<file path="config.mk">
export PLATFORM = sky130hd
export DESIGN_NAME = display7_scan
export DESIGN_NICKNAME = d
export VERILOG_FILES = /design/src/rtl/display7_scan.sv
export SDC_FILE = /design/constraint.sdc
export NUM_CORES = 1
export LEC_CHECK = 0
export CAP_MARGIN = 20
export CELL_PAD_IN_SITES_DETAIL_PLACEMENT = 0
export CELL_PAD_IN_SITES_GLOBAL_PLACEMENT = 1
export CORE_MARGIN = 2
export CORE_UTILIZATION = 35
export DETAILED_ROUTE_END_ITERATION = 8
export PLACE_DENSITY_LB_ADDON = 0.1
export SYNTH_ARGS = -nofsm -noshare
export SYNTH_HDL_FRONTEND = slang
export SYNTH_SLANG_ARGS = --single-unit
</file>
<file path="constraint.sdc">
create_clock -name iClk -period 3.8 [get_ports iClk]
set_input_delay 0.38 -clock iClk [delete_from_list [all_inputs] [get_ports iClk]]
set_output_delay 0.38 -clock iClk [all_outputs]
set_load 0.01 [all_outputs]
</file>
<file path="src/rtl/display7_scan.sv">
// display7_scan
// Multiplexed N-digit seven-segment display driver. One nibble and one decimal
// point per digit are snapshotted once per refresh frame and scanned onto a
// shared active-low segment bus. Each digit slot starts with a dead-time
// interval to suppress ghosting.
//
// Ports:
//   iClk   in   1          system clock, rising edge
//   iRst   in   1          synchronous active-high reset
//   iData  in   4*DIGITS   digit k value in iData[4k+3:4k]
//   iDp    in   DIGITS     decimal point request per digit, 1 = lit
//   iLzb   in   1          1 = leading-zero blanking enabled
//   oSeg   out  7          segments a..g on oSeg[0]..oSeg[6], active-low
//   oDp    out  1          decimal point, active-low
//   oAn    out  DIGITS     digit select, oAn[k]=0 drives digit k
module display7_scan #(
    parameter int DIGITS   = 8,
    parameter int DIV      = 100000,
    parameter int BLANK    = 4,
    parameter int HEX_MODE = 0
) (
    input  logic                  iClk,
    input  logic                  iRst,
    input  logic [4*DIGITS-1:0]   iData,
    input  logic [DIGITS-1:0]     iDp,
    input  logic                  iLzb,
    output logic [6:0]            oSeg,
    output logic                  oDp,
    output logic [DIGITS-1:0]     oAn
);

    localparam int CW = (DIV > 1) ? $clog2(DIV) : 1;
    localparam int IW = (DIGITS > 1) ? $clog2(DIGITS) : 1;

    localparam logic [CW-1:0] CNT_LAST  = CW'(DIV - 1);
    localparam logic [CW-1:0] CNT_BLANK = CW'(BLANK);
    localparam logic [IW-1:0] IDX_LAST  = IW'(DIGITS - 1);

    // Scan state
    logic [CW-1:0]          r_cnt;
    logic [IW-1:0]          r_idx;

    // Frame snapshot
    logic [4*DIGITS-1:0]    r_data;
    logic [DIGITS-1:0]      r_dp_snap;
    logic                   r_lzb;

    // Registered pin drivers
    logic [6:0]             r_seg;
    logic                   r_dp;
    logic [DIGITS-1:0]      r_an;

    logic [3:0]             w_nib [DIGITS];
    logic [DIGITS:0]        w_upper_zero;
    logic [DIGITS-1:0]      w_lz_blank;
    logic [DIGITS-1:0]      w_an_sel;
    logic [3:0]             w_cur_nib;
    logic                   w_cur_dp;
    logic                   w_cur_blank;
    logic [6:0]             w_dec;
    logic                   w_dead;
    logic                   w_load;
    logic                   w_slot_end;

    // w_upper_zero[k] is 1 when nibbles k..DIGITS-1 are all zero.
    assign w_upper_zero[DIGITS] = 1'b1;

    generate
        for (genvar gi = 0; gi < DIGITS; gi++) begin : g_digit
            assign w_nib[gi]        = r_data[4*gi +: 4];
            assign w_upper_zero[gi] = (w_nib[gi] == 4'd0) && w_upper_zero[gi+1];
            assign w_an_sel[gi]     = (r_idx == IW'(gi));
            if (gi == 0) begin : g_lsd
                // The least significant digit always shows, even when zero.
                assign w_lz_blank[gi] = 1'b0;
            end else begin : g_upper
                assign w_lz_blank[gi] = r_lzb && w_upper_zero[gi];
            end
        end
    endgenerate

    // One-hot mux of the active digit's nibble, point and blank flag.
    always_comb begin
        w_cur_nib   = 4'd0;
        w_cur_dp    = 1'b0;
        w_cur_blank = 1'b0;
        for (int k = 0; k < DIGITS; k++) begin
            if (w_an_sel[k]) begin
                w_cur_nib   = w_nib[k];
                w_cur_dp    = r_dp_snap[k];
                w_cur_blank = w_lz_blank[k];
            end
        end
    end

    // Active-low decode, oSeg[6:0] = g..a
    always_comb begin
        w_dec = 7'b1111111;
        case (w_cur_nib)
            4'h0: w_dec = 7'b1000000;
            4'h1: w_dec = 7'b1111001;
            4'h2: w_dec = 7'b0100100;
            4'h3: w_dec = 7'b0110000;
            4'h4: w_dec = 7'b0011001;
            4'h5: w_dec = 7'b0010010;
            4'h6: w_dec = 7'b0000010;
            4'h7: w_dec = 7'b1111000;
            4'h8: w_dec = 7'b0000000;
            4'h9: w_dec = 7'b0010000;
            4'hA: w_dec = (HEX_MODE != 0) ? 7'b0001000 : 7'b1111111;
            4'hB: w_dec = (HEX_MODE != 0) ? 7'b0000011 : 7'b1111111;
            4'hC: w_dec = (HEX_MODE != 0) ? 7'b1000110 : 7'b1111111;
            4'hD: w_dec = (HEX_MODE != 0) ? 7'b0100001 : 7'b1111111;
            4'hE: w_dec = (HEX_MODE != 0) ? 7'b0000110 : 7'b1111111;
            4'hF: w_dec = (HEX_MODE != 0) ? 7'b0001110 : 7'b1111111;
            default: w_dec = 7'b1111111;
        endcase
    end

    assign w_dead     = (r_cnt < CNT_BLANK);
    assign w_slot_end = (r_cnt == CNT_LAST);
    // Snapshot loads at the very start of a frame; this cycle is always in
    // dead time, so no digit is ever shown from a half-updated snapshot.
    assign w_load     = (r_cnt == '0) && (r_idx == '0);

    always_ff @(posedge iClk) begin
        if (iRst) begin
            r_cnt     <= '0;
            r_idx     <= '0;
            r_data    <= '0;
            r_dp_snap <= '0;
            r_lzb     <= 1'b0;
            r_seg     <= 7'b1111111;
            r_dp      <= 1'b1;
            r_an      <= '1;
        end else begin
            if (w_load) begin
                r_data    <= iData;
                r_dp_snap <= iDp;
                r_lzb     <= iLzb;
            end

            if (w_slot_end) begin
                r_cnt <= '0;
                r_idx <= (r_idx == IDX_LAST) ? '0 : r_idx + 1'b1;
            end else begin
                r_cnt <= r_cnt + 1'b1;
            end

            // Outputs reflect the pre-edge cnt/idx/snapshot.
            if (w_dead) begin
                r_seg <= 7'b1111111;
                r_dp  <= 1'b1;
                r_an  <= '1;
            end else begin
                r_seg <= w_cur_blank ? 7'b1111111 : w_dec;
                r_dp  <= ~w_cur_dp;
                r_an  <= ~w_an_sel;
            end
        end
    end

    assign oSeg = r_seg;
    assign oDp  = r_dp;
    assign oAn  = r_an;

endmodule

</file>
==> flow_summary_export.csv <==
group,metric,value,unit
run_status,outcome,"finished, final reports clean",
drt,drc_errors,0,
grt,antenna_found_initial,0,
grt,grt_max_degree,46,
critical_path,path_class,"flip-flop to flip-flop",
critical_path,cp.arrival,3.08,ns
logic_synthesis,syn_avg_cell_area,9.22,sq um
floorplanning,die_w,106,um
critical_path,critPathLaunch,"r_idx[0]",
run,maxCapViolations,0,
drt,firstDrtPassIters,4,
cts,cts_tree,"done",
floorplanning,die_y,106,um
sta,fin_crit,2.79,ns
sta,slew_headroom,58.5,%
power,power_density,409,mW/mm^2
critical_path,crit_fanout,17,
power,vdd_drop_max,0.000170,V
logic_synthesis,syn_inst,398,
grt,grt_pass1_wl,13700,um
floorplanning,core_area,0.0102,sq mm
logic_synthesis,synthTopCellsByArea,"dfxtp_1 (42%), mux2i_1 (12%), nor2_1 (7.2%)",
min_path,worstHoldStart,"r_cnt[0]",
cells_and_area,layout_common_cells,"dfxtp_1 (77), nor2_1 (70), clkdlybuf4s50_1 (58)",
cts,cts_setup_buffers,0,
sta,finalSetupTns,0,ns
cts,clk_pin_slew,0.08,ns
place,finalWeightedCongestion,0.781,
cts,htree_levels,3,
cts,insertion_delay,0.36,ns
place,dpl.hpwl,5950,um
cells_and_area,nets,508,
logic_synthesis,yosysTopAreaCell,"dfxtp_1",
logic_synthesis,yosysTopAreaCellShare,42.0,%
drt,routedWlPerCell,14.1,um
critical_path,crit_chain,"ha_1, ha_1, nor3b_1, o31ai_1, a21oi_1, o21ai_2, inv_1, ha_1, mux2_2, a2bb2oi_2",
cells_and_area,syn_to_final_growth,24.1,%
logic_synthesis,syn_area,0.00367,sq mm
sta,period_share,73.3,%
critical_path,rr_startpoint,"r_idx[0]",
cts,cts_buffers,9,
logic_synthesis,synth_nets,454,
logic_synthesis,yosysSeqAreaShare,42.0,%
sta,tightest_slew,0.623,ns
place,placed_cells,577,
floorplanning,pin_count,59,
logic_synthesis,synth-edff-count,0,
critical_path,startpoint_type,"flip-flop",
critical_path,slowest_stage,"ha_1",
cts,cts_hold_buf,0,
floorplanning,dieArea,0.0113,sq mm
critical_path,crit_top_cell,"ha_1",
floorplanning,start_util,35.9,%
sta,fmaxAchievable,0.359,GHz
drt,ant_nets,0,
cts,cts_root_buffer,"clkbuf_8",
logic_synthesis,ys.flop_type,"dfxtp_1",
min_path,hold_class,"flip-flop to flip-flop",
cells_and_area,mostFrequentLayoutCell,"dfxtp_1",
cells_and_area,final_util,44.5,%
logic_synthesis,synth_warnings,0,
sta,rsz0062_at_grt,"no",
drt,finalWirelength,8350,um
sta,finClkSkew,0.0118,ns
drt,vias,2873,
critical_path,cp-end-kind,"flip-flop",
cts,clk_path_buf_depth,2,
sta,slew_violations,0,
grt,grt_usage,15.5,%
cts,cts_resized,0,
drt,drt_iter0_markers,119,
grt,overflow,0,
logic_synthesis,ys_ff_latch,77,
grt,grt_pass1_vias,2746,
cells_and_area,drive_gt1_share,7.44,%
drt,vias_per_cell,4.84,
critical_path,crit_path_max_incr_delay,0.56,ns
sta,hold_viol_final,0,
cts,numClockSinks,77,
critical_path,critPathRequiredTime,4.09,ns
place,io_buffers,58,
sta,setup_viol,0,
power,leakagePower,1.81,nW
floorplanning,rows,37,
cells_and_area,antenna_cells,0,
cells_and_area,stdcell_count,593,
logic_synthesis,yosysUniqueCellTypes,50,
logic_synthesis,synthArstFlopShare,0,%
## stage by stage
step / hold slack (ns) / power (mW) / instance area, sq um / setup WS [ns]
final: 0.489 / 1.86 / 4550 / 1.01
after global routing: 0.526 / 1.96 / 4550 / 0.747
after CTS: 0.492 / 1.89 / 4550 / 1.04
after detailed placement: 0.474 / 1.18 / 4330 / 1.08
after global placement: 0.462 / 1.18 / 4330 / 1.09
after floorplan: 0.437 / 1.10 / 3670 / 1.47
## cell type report
cell class | count | area (sq um)
inverter | 14 | 52.6
clock inverter | 4 | 70.1
timing repair buffer | 63 | 618
clock buffer | 12 | 155
fill | 1010 | 5680
multi-input combinational | 287 | 1950
sequential | 77 | 1540
tap | 136 | 170
## worst max-delay path: cells and delay by family, from the launching register on
family | cells | cell delay [ns]
buffers and inverters | 1 | 0.14
AOI/OAI and AO/OA | 4 | 0.82
and+or+nand+nor | 1 | 0.11
DFF | 1 | 0.40
muxes | 1 | 0.27
adders and majority gates | 3 | 0.99
## power breakdown
part           total [mW]  switching, mW  internal (mW)
clock network       0.700          0.296          0.404
logic               0.268          0.123          0.144
registers           0.895         0.0396          0.856
## state kept, by name (all words and copies together), names as in the netlist
| register | cells |
|---|---|
| r_lzb | 1 |
| r_idx | 3 |
| r_dp_snap | 8 |
| r_cnt | 17 |
| oSeg | 7 |
| r_data | 32 |
| oDp | 1 |
| oAn | 8 |
## synthesized netlist by cell type (6+ instances only)
cell and n:
ha_1 13, nand2_1 28, inv_1 14, nor2_1 70, mux2i_1 45, nor4_1 6
buf_2 6, nand3b_1 7, nor2b_1 6, a21oi_1 18, xor2_1 12, dfxtp_1 77
nand3_1 13, o21ai_0 7
## cell families after synthesis
family	Yosys count	share of synthesized area (%)
AND/OR/NAND/NOR	160	22.0
flip-flops	77	42.0
AO/OA/AOI/OAI	52	10.2
multiplexers	46	12.6
buffers and inverters	34	4.91
XOR/XNOR	16	3.82
adder cells (fa/ha/maj)	13	4.43
## worst paths after layout
kind	endpoint	slack (ns)	depth (start not counted)
setup reg to reg	oSeg[4]	1.01	10
hold reg to reg	r_cnt[0]	0.49	1
setup / recovery	oSeg[4]	1.01	10
hold / removal	r_cnt[0]	0.49	1
## layer usage
layer | up-vias | global-route usage [%] | part of all wire [%]
met3 | 10 | 3.80 | 3.7
met5 | - | 0 | 0
met4 | 0 | 6.30 | 1.6
met2 | 44 | 23.6 | 44
met1 | 1339 | 21.1 | 51
li1 | 1480 | - | -
No activity file was read; power rests on OpenSTA's default activity.
